**src/rtl/segrw_pkg.sv**
```systemverilog
// Shared definitions for the two-requester segment read/write arbiter.
//   SEGRW_AW / SEGRW_DW : default address / data widths
//   req_id_t            : requester identifier (REQ_0 / REQ_1)
//   OP_READ / OP_WRITE  : encoding of the req_write / seg_write flag
//   other_req()         : the requester that is not the given one
package segrw_pkg;

  localparam int unsigned SEGRW_AW = 4;
  localparam int unsigned SEGRW_DW = 8;

  typedef enum logic {
    REQ_0 = 1'b0,
    REQ_1 = 1'b1
  } req_id_t;

  localparam logic OP_READ  = 1'b0;
  localparam logic OP_WRITE = 1'b1;

  function automatic req_id_t other_req(input req_id_t id);
    return (id == REQ_0) ? REQ_1 : REQ_0;
  endfunction

endpackage

```
**src/rtl/segrw_resp_buf.sv**
```systemverilog
// One-entry read-response holding register.
//   clock, reset : rising-edge clock, synchronous active-high reset
//   load         : capture load_data and mark the entry valid
//   load_data    : data to capture
//   ready        : consumer takes the entry when valid && ready
//   valid, data  : entry state presented to the consumer
module segrw_resp_buf
  import segrw_pkg::*;
#(
  parameter int unsigned DW = SEGRW_DW
) (
  input  logic          clock,
  input  logic          reset,
  input  logic          load,
  input  logic [DW-1:0] load_data,
  input  logic          ready,
  output logic          valid,
  output logic [DW-1:0] data
);

  always_ff @(posedge clock) begin
    if (reset) begin
      valid <= 1'b0;
      data  <= '0;
    end else if (load) begin
      valid <= 1'b1;
      data  <= load_data;
    end else if (valid && ready) begin
      valid <= 1'b0;
    end
  end

endmodule

```
**src/rtl/segrw_arb2.sv**
```systemverilog
// Two-requester round-robin arbiter and sequencer for one segment
// read/write port. One command is granted per cycle; the single
// outstanding read is tracked and its data steered into the issuing
// requester's one-entry response buffer.
//   clock, reset                 : rising-edge clock, sync active-high reset
//   req_valid/addr/dataW/write_k : command stream from requester k
//   req_ready_k                  : command k accepted this cycle (comb)
//   resp_valid_k, resp_dataR_k   : buffered read data for requester k
//   resp_ready_k                 : requester k consumes its response
//   seg_valid/addr/dataW/write   : command issued to the segment (comb)
//   seg_ready                    : segment accepts the issued command
//   seg_dataR, seg_rvalid        : read return, one cycle after a read grant
//   err                          : sticky unsolicited-read-data error
module segrw_arb2
  import segrw_pkg::*;
#(
  parameter int unsigned AW = SEGRW_AW,
  parameter int unsigned DW = SEGRW_DW
) (
  input  logic          clock,
  input  logic          reset,
  input  logic          req_valid_0,
  input  logic [AW-1:0] req_addr_0,
  input  logic [DW-1:0] req_dataW_0,
  input  logic          req_write_0,
  output logic          req_ready_0,
  input  logic          req_valid_1,
  input  logic [AW-1:0] req_addr_1,
  input  logic [DW-1:0] req_dataW_1,
  input  logic          req_write_1,
  output logic          req_ready_1,
  output logic          resp_valid_0,
  output logic [DW-1:0] resp_dataR_0,
  input  logic          resp_ready_0,
  output logic          resp_valid_1,
  output logic [DW-1:0] resp_dataR_1,
  input  logic          resp_ready_1,
  output logic          seg_valid,
  input  logic          seg_ready,
  output logic [AW-1:0] seg_addr,
  output logic [DW-1:0] seg_dataW,
  output logic          seg_write,
  input  logic [DW-1:0] seg_dataR,
  input  logic          seg_rvalid,
  output logic          err
);

  req_id_t last_grant;
  req_id_t pend_id;
  req_id_t winner;
  logic    pend_valid;
  logic    rst_seen;
  logic    elig_0;
  logic    elig_1;
  logic    grant;
  logic    load_0;
  logic    load_1;

  // A read may only issue when its buffer is empty and no read of the
  // same requester is in flight; writes are never held back by that.
  assign elig_0 = req_valid_0 &&
                  ((req_write_0 == OP_WRITE) ||
                   (!resp_valid_0 && !(pend_valid && (pend_id == REQ_0))));
  assign elig_1 = req_valid_1 &&
                  ((req_write_1 == OP_WRITE) ||
                   (!resp_valid_1 && !(pend_valid && (pend_id == REQ_1))));

  always_comb begin
    winner = REQ_0;
    if (elig_0 && elig_1) begin
      winner = other_req(last_grant);
    end else if (elig_1) begin
      winner = REQ_1;
    end
  end

  // Outputs are gated by reset so the segment sees nothing while in reset.
  always_comb begin
    seg_valid = 1'b0;
    seg_addr  = '0;
    seg_dataW = '0;
    seg_write = 1'b0;
    if (!reset && (elig_0 || elig_1)) begin
      seg_valid = 1'b1;
      if (winner == REQ_0) begin
        seg_addr  = req_addr_0;
        seg_dataW = req_dataW_0;
        seg_write = req_write_0;
      end else begin
        seg_addr  = req_addr_1;
        seg_dataW = req_dataW_1;
        seg_write = req_write_1;
      end
    end
  end

  assign grant       = seg_valid && seg_ready;
  assign req_ready_0 = grant && (winner == REQ_0);
  assign req_ready_1 = grant && (winner == REQ_1);

  always_ff @(posedge clock) begin
    if (reset) begin
      last_grant <= REQ_1;
      pend_valid <= 1'b0;
      pend_id    <= REQ_0;
      err        <= 1'b0;
      rst_seen   <= 1'b1;
    end else begin
      rst_seen   <= 1'b0;
      pend_valid <= grant && (seg_write == OP_READ);
      if (grant) begin
        last_grant <= winner;
        pend_id    <= winner;
      end
      // Read data left over from before reset is tolerated in the first cycle.
      if (seg_rvalid && !pend_valid && !rst_seen) begin
        err <= 1'b1;
      end
    end
  end

  assign load_0 = !reset && seg_rvalid && pend_valid && (pend_id == REQ_0);
  assign load_1 = !reset && seg_rvalid && pend_valid && (pend_id == REQ_1);

  segrw_resp_buf #(.DW(DW)) u_resp_0 (
    .clock     (clock),
    .reset     (reset),
    .load      (load_0),
    .load_data (seg_dataR),
    .ready     (resp_ready_0),
    .valid     (resp_valid_0),
    .data      (resp_dataR_0)
  );

  segrw_resp_buf #(.DW(DW)) u_resp_1 (
    .clock     (clock),
    .reset     (reset),
    .load      (load_1),
    .load_data (seg_dataR),
    .ready     (resp_ready_1),
    .valid     (resp_valid_1),
    .data      (resp_dataR_1)
  );

endmodule
```
**config.mk**
```make
export PLATFORM = sky130hd
export DESIGN_NAME = segrw_arb2
export DESIGN_NICKNAME = d
export VERILOG_FILES = /design/src/rtl/segrw_pkg.sv /design/src/rtl/segrw_resp_buf.sv /design/src/rtl/segrw_arb2.sv
export SDC_FILE = /design/constraint.sdc
export NUM_CORES = 1
export LEC_CHECK = 0
export CORE_MARGIN = 2
export CORE_UTILIZATION = 38
export DETAILED_ROUTE_END_ITERATION = 8
export GPL_ROUTABILITY_DRIVEN = 0
export PLACE_DENSITY_LB_ADDON = 0.2
export SYNTH_ARGS = -nofsm -noshare
export SYNTH_HDL_FRONTEND = slang
export SYNTH_HIERARCHICAL = 1
export SYNTH_SLANG_ARGS = --single-unit
export TNS_END_PERCENT = 50
```
**constraint.sdc**
```tcl
create_clock -name clock -period 3.2 [get_ports clock]
set_input_delay 0.32 -clock clock [delete_from_list [all_inputs] [get_ports clock]]
set_output_delay 0.32 -clock clock [all_outputs]
set_load 0.05 [all_outputs]
```
==> results of run 1 <==
-- cell type report --
class	instances	area [um^2]	area share, %
clock buffers	4	26.3	1.37
well taps	31	38.8	2.03
flip-flops and latches	23	460	24.1
multi-input cells	100	613	32.0
inverters	3	11.3	0.589
repair buffers	81	763	39.9
-- synthesized netlist by cell type --
cell type  count
clkbuf_2       2
buf_2          1
o21a_1         1
o211ai_1       1
a21o_1         1
nor2b_1        1
inv_1          3
nor2_1        20
o21ai_0        2
a32oi_1        1
clkbuf_1       1
buf_6          4
nand2_1        3
mux2i_1       16
nand4_1        1
a21oi_1       17
dfxtp_1       23
nand4_2        1
and4_4         1
o21ai_1       11
or3b_4         1
nand2b_1       3
and3_1         2
nand3_1       14
a221o_1        1
buf_4          1
and4b_1        1
nor4bb_1       1
-- power groups by stage --
stage	combinational, uW	sequential, uW	clock (uW)
final	202	296	127
after global routing	214	298	148
after CTS	202	296	133
after detailed placement	201	303	0
after global placement	197	302	0
after floorplan	103	310	0
-- worst max-delay path, stage by stage --
cell	delay, ns
clkdlybuf4s50_1	0.45
or3b_4	0.42
nand4_2	0.12
a32oi_1	0.12
nor2_1	0.10
clkdlybuf4s50_1	0.82
-- stage by stage --
step / utilization (%) / worst slack [ns] / hold WS, ns / instances
2_1_floorplan: - / 0.722 / 0.348 / 135
3_3_place_gp: 67.3 / 0.571 / 0.447 / 238
3_5_place_dp: 67.3 / 0.545 / 0.487 / 238
4_1_cts: 68.2 / 0.525 / 0.510 / 242
5_1_grt: 68.2 / 0.435 / 0.544 / 242
6_report: 68.2 / 0.530 / 0.498 / 242
-- final timing paths --
| check | startpoint | end | cells past startpoint | slack (ns) |
|---|---|---|---|---|
| setup / recovery | req_write_0 | seg_write | 6 | 0.53 |
| hold / removal | err | err | 2 | 0.50 |
| setup reg to reg | pend_id | pend_id | 4 | 1.68 |
| hold reg to reg | err | err | 2 | 0.50 |
-- kinds of logic (layout without fill, tap and decap cells) --
group | count (synthesis) | count (layout) | share of synthesized area [%]
AO/OA/AOI/OAI | 35 | 35 | 16.6
buffers and inverters | 12 | 88 | 7.18
flip-flops | 23 | 23 | 40.0
multiplexers | 16 | 16 | 13.9
AND/OR/NAND/NOR | 49 | 49 | 22.2
-- per-layer routing --
| metal | up-vias | GRT usage, % | wire (um) |
|---|---|---|---|
| li1 | 632 | - | - |
| met1 | 598 | 23.7 | 1440 |
| met2 | 38 | 35.9 | 1770 |
| met3 | 4 | 6.33 | 192 |
| met4 | 0 | 3.90 | 26 |
| met5 | - | 0 | 0 |
==> flow_summary.json, run 1 <==
{
  "fin_skew_ns": 0.00118,
  "status": "completed",
  "min_period_ns": 2.67,
  "arrival_ns": 2.35,
  "p_int_uw": 430,
  "wl_mm": 3.43,
  "cts_tree": "yes",
  "syn_area_per_cell_um2": 8.52,
  "leakage_uw": 0.000711,
  "final_cell_area_um2": 1910,
  "finalPower_uw": 625,
  "area_delta_synth_final_pct": 66.4,
  "postRouteAntennaNets": 0,
  "synth.top_cell.area_share_pct": 40.0,
  "htreeDepth": 1,
  "vias_per_cell": 5.26,
  "pwr_density_cell_nw_per_um2": 327,
  "grt_antenna_before_repair": 0,
  "start_util_pct": 41.0,
  "grt_max_degree": 26,
  "die_h_um": 59.0,
  "drv_slew": 0,
  "ys_seq_elements": 23,
  "num_vias": 1272,
  "worstSetupPathType": "in2out",
  "timing.fmax_ghz": 0.375,
  "netlist_area_um2": 1150,
  "num_antenna_cells": 0,
  "max_slew.worst_pin.slew_ns": 0.546,
  "drive_above_1_share_pct": 12.3,
  "max_cap_violations": 0,
  "numCtsBuffers": 3,
  "cp-start-kind": "input pin",
  "seqPwrFrac_pct": 47.4,
  "most-common-layout-cells": "62 x clkdlybuf4s50_1, 23 x dfxtp_1, 20 x nor2_1, 19 x buf_4, 17 x a21oi_1",
  "grt_remaining_overflow": 0,
  "setup_viol": 0,
  "grt_pass1_vias": 1277,
  "cp.required_ns": 2.88,
  "dieWidth_um": 59.0,
  "end_kind": "primary output",
  "period_share_pct": 83.4,
  "power.share.clock_pct": 20.4,
  "clock_path_buffers": 2,
  "maxSlewHeadroom_pct": 63.6,
  "cts.sinks": 23,
  "dp_hpwl_mm": 2.64,
  "die_area_um2": 3480,
  "cts_root_buffer": "clkbuf_4",
  "drc_errors": 0,
  "final_nets": 254,
  "layout_commonest_cell": "clkdlybuf4s50_1",
  "p_switching_uw": 195,
  "cts_hold_buf": 0,
  "fp-row-count": 19,
  "synth_largest_area_cell": "dfxtp_1",
  "grt_use_total_pct": 20.1,
  "portBuffers": 76,
  "hold_violations": 0,
  "setup_tns_ns": 0,
  "worstPathMaxFanout": 4,
  "drt_pass1_iterations": 4,
  "drt_iter0_markers": 51,
  "coreArea_um2": 2810,
  "syn-num-nets": 177,
  "power_switching_share_pct": 31.2,
  "p_comb_share_pct": 32.3,
  "synth_area_leaders": "dfxtp_1 40%, mux2i_1 14%, a21oi_1 7.4%",
  "grt_pass1_wl_mm": 5.49,
  "ir_drop_mv": 0.243,
  "synth.distinct_cells": 28,
  "nFillCells": 246,
  "yosys_warnings": 6,
  "yosysSeqAreaShare_pct": 40.0,
  "cts_resized": 0,
  "cts_setup_buffers": 0,
  "top_regs": "u_resp_0/data: 8 flops, u_resp_1/data: 8 flops",
  "rsz0062_at_grt": "false",
  "syn_inst": 135,
  "clkLatencyLatePin_ns": 0.30,
  "wl_per_cell_um": 14.2,
  "clk_pin_slew_ns": 0.11,
  "min_path_type": "reg2reg",
  "dpl_cell_area_um2": 1890,
  "ios": 77
}
(Power assumes the default switching activity.)
==> inputs of run 2 (changes only) <==
--- a/config.mk
+++ b/config.mk
@@ -6,7 +6,7 @@
 export NUM_CORES = 1
 export LEC_CHECK = 0
 export CORE_MARGIN = 2
-export CORE_UTILIZATION = 38
+export CORE_UTILIZATION = 35
 export DETAILED_ROUTE_END_ITERATION = 8
 export GPL_ROUTABILITY_DRIVEN = 0
 export PLACE_DENSITY_LB_ADDON = 0.2
==> constraint.sdc (replaced) <==
create_clock -name clock -period 2.6 [get_ports clock]
set_input_delay 0.26 -clock clock [delete_from_list [all_inputs] [get_ports clock]]
set_output_delay 0.26 -clock clock [all_outputs]
set_load 0.05 [all_outputs]
==> run 2 against run 1 <==
  * Clock power is 31% higher
  * Setup slack lost 0.23 ns
  * Total power grew 30%
  * Critical path depth fell by 1
  * Clock skew grew 0.0072 ns
  * Global-route usage shrank 1.4 points
  * Sequential share of layout area shrank 2.0 points
  * Critical path type is now reg2out
==> flow_summary.json, run 2 (synthesis results as in run 1) <==
{
  "ir_drop_mv": 0.347,
  "cts_root_buffer": "clkbuf_4",
  "portBuffers": 76,
  "start_util_pct": 37.4,
  "setup_tns_ns": 0,
  "maxSlewHeadroom_pct": 64.5,
  "postRouteAntennaNets": 0,
  "gr-max-usage-layer": "met2",
  "cts.sinks": 23,
  "coreArea_um2": 3080,
  "drt_iter0_markers": 77,
  "worstPathMaxFanout": 15,
  "leakage_uw": 0.000751,
  "drc_errors": 0,
  "status": "completed",
  "cp-start-kind": "flop",
  "cp.required_ns": 2.34,
  "setup_viol": 0,
  "ios": 77,
  "grt.met2_usage_pct": 33.3,
  "num_vias": 1266,
  "place_ws_ns": 0.371,
  "htreeDepth": 1,
  "grt_antenna_before_repair": 0,
  "cts_setup_buffers": 0,
  "max_cap_violations": 0,
  "max_slew.worst_pin.slew_ns": 0.532,
  "cts_tree": "yes",
  "numCtsBuffers": 3,
  "rsz0062_at_grt": "false",
  "min_path_type": "reg2reg",
  "cts_resized": 0,
  "fin_ws_ns": 0.304,
  "area_delta_synth_final_pct": 81.2,
  "die_area_um2": 3760,
  "use_met3_pct": 4.83,
  "vias_per_cell": 4.98,
  "die_h_um": 61.3,
  "startpoint": "pend_id",
  "wl_mm": 3.61,
  "arrival_ns": 2.04,
  "grt_remaining_overflow": 0,
  "drv_slew": 0,
  "grt_pass1_wl_mm": 5.41,
  "dp_hpwl_mm": 2.82,
  "min_from": "err",
  "hold_violations": 0,
  "clkLatencyLatePin_ns": 0.31,
  "r2r_start": "pend_id",
  "wl_per_cell_um": 14.2,
  "most-common-layout-cells": "60 x clkdlybuf4s50_1, 23 x dfxtp_1, 20 x nor2_1, 17 x a21oi_1, 16 x mux2i_1",
  "clock_path_buffers": 2,
  "fin_skew_ns": 0.00834,
  "grt_max_degree": 20,
  "drt_pass1_iterations": 5,
  "grt_use_total_pct": 18.7,
  "timing.fmax_ghz": 0.436,
  "end_kind": "primary output",
  "worstSetupPathType": "reg2out",
  "fp-row-count": 20,
  "period_share_pct": 88.3,
  "dieWidth_um": 61.3,
  "min_period_ns": 2.30,
  "cts_hold_buf": 0,
  "pwr_density_cell_nw_per_um2": 392,
  "clk_pin_slew_ns": 0.13,
  "top_regs": "u_resp_0/data: 8 flops, u_resp_1/data: 8 flops",
  "drive_above_1_share_pct": 13.3,
  "num_antenna_cells": 0,
  "use_met1_pct": 22.3,
  "layout_commonest_cell": "clkdlybuf4s50_1",
  "final_nets": 253,
  "grt_pass1_vias": 1238
}
==> run 2: final timing paths <==
| check | to | slack (ns) | depth (start not counted) |
|---|---|---|---|
| setup / recovery | seg_dataW[5] | 0.30 | 5 |
| hold / removal | err | 0.49 | 2 |
| setup reg to reg | pend_valid | 0.99 | 4 |
| hold reg to reg | err | 0.49 | 2 |
==> run 2: routing by layer <==
layer,wire (um),vias to the layer above
met5,0,-
li1,-,630
met2,1870,59
met1,1430,572
met3,265,5
met4,44,0
==> run 2: layout make-up <==
class | instances | area [um^2]
fillers | 257 | 995
repair buffers | 80 | 913
multi-input cells | 100 | 613
flip-flops and latches | 23 | 460
well taps | 44 | 55.1
clock buffers | 3 | 22.5
inverters | 3 | 11.3
clock inverters | 1 | 7.51
==> run 2: per-stage QoR <==
| stage | hold WS, ns | area, um^2 | std cells | power (uW) | utilization (%) |
|---|---|---|---|---|---|
| 6_report | 0.494 | 2080 | 254 | 816 | 67.7 |
| 5_1_grt | 0.521 | 2080 | 254 | 853 | 67.7 |
| 4_1_cts | 0.504 | 2080 | 254 | 824 | 67.7 |
| 3_5_place_dp | 0.472 | 2050 | 250 | 657 | 66.7 |
| 3_3_place_gp | 0.461 | 2050 | 250 | 652 | 66.7 |
| 2_1_floorplan | 0.288 | 1150 | 135 | 509 | - |
==> run 2: where the power goes <==
group / total (uW) / switching, uW / internal [uW]
Clock: 166 / 107 / 58.7
Combinational: 285 / 145 / 140
Sequential: 365 / 5.81 / 359
==> run 2: worst max-delay path, stage by stage, from the launching register on <==
cell and delay [ns]:
dfxtp_1 0.39, a21oi_1 0.26, o21a_1 0.47, nand3_1 0.15, a21oi_1 0.27, buf_12 0.18
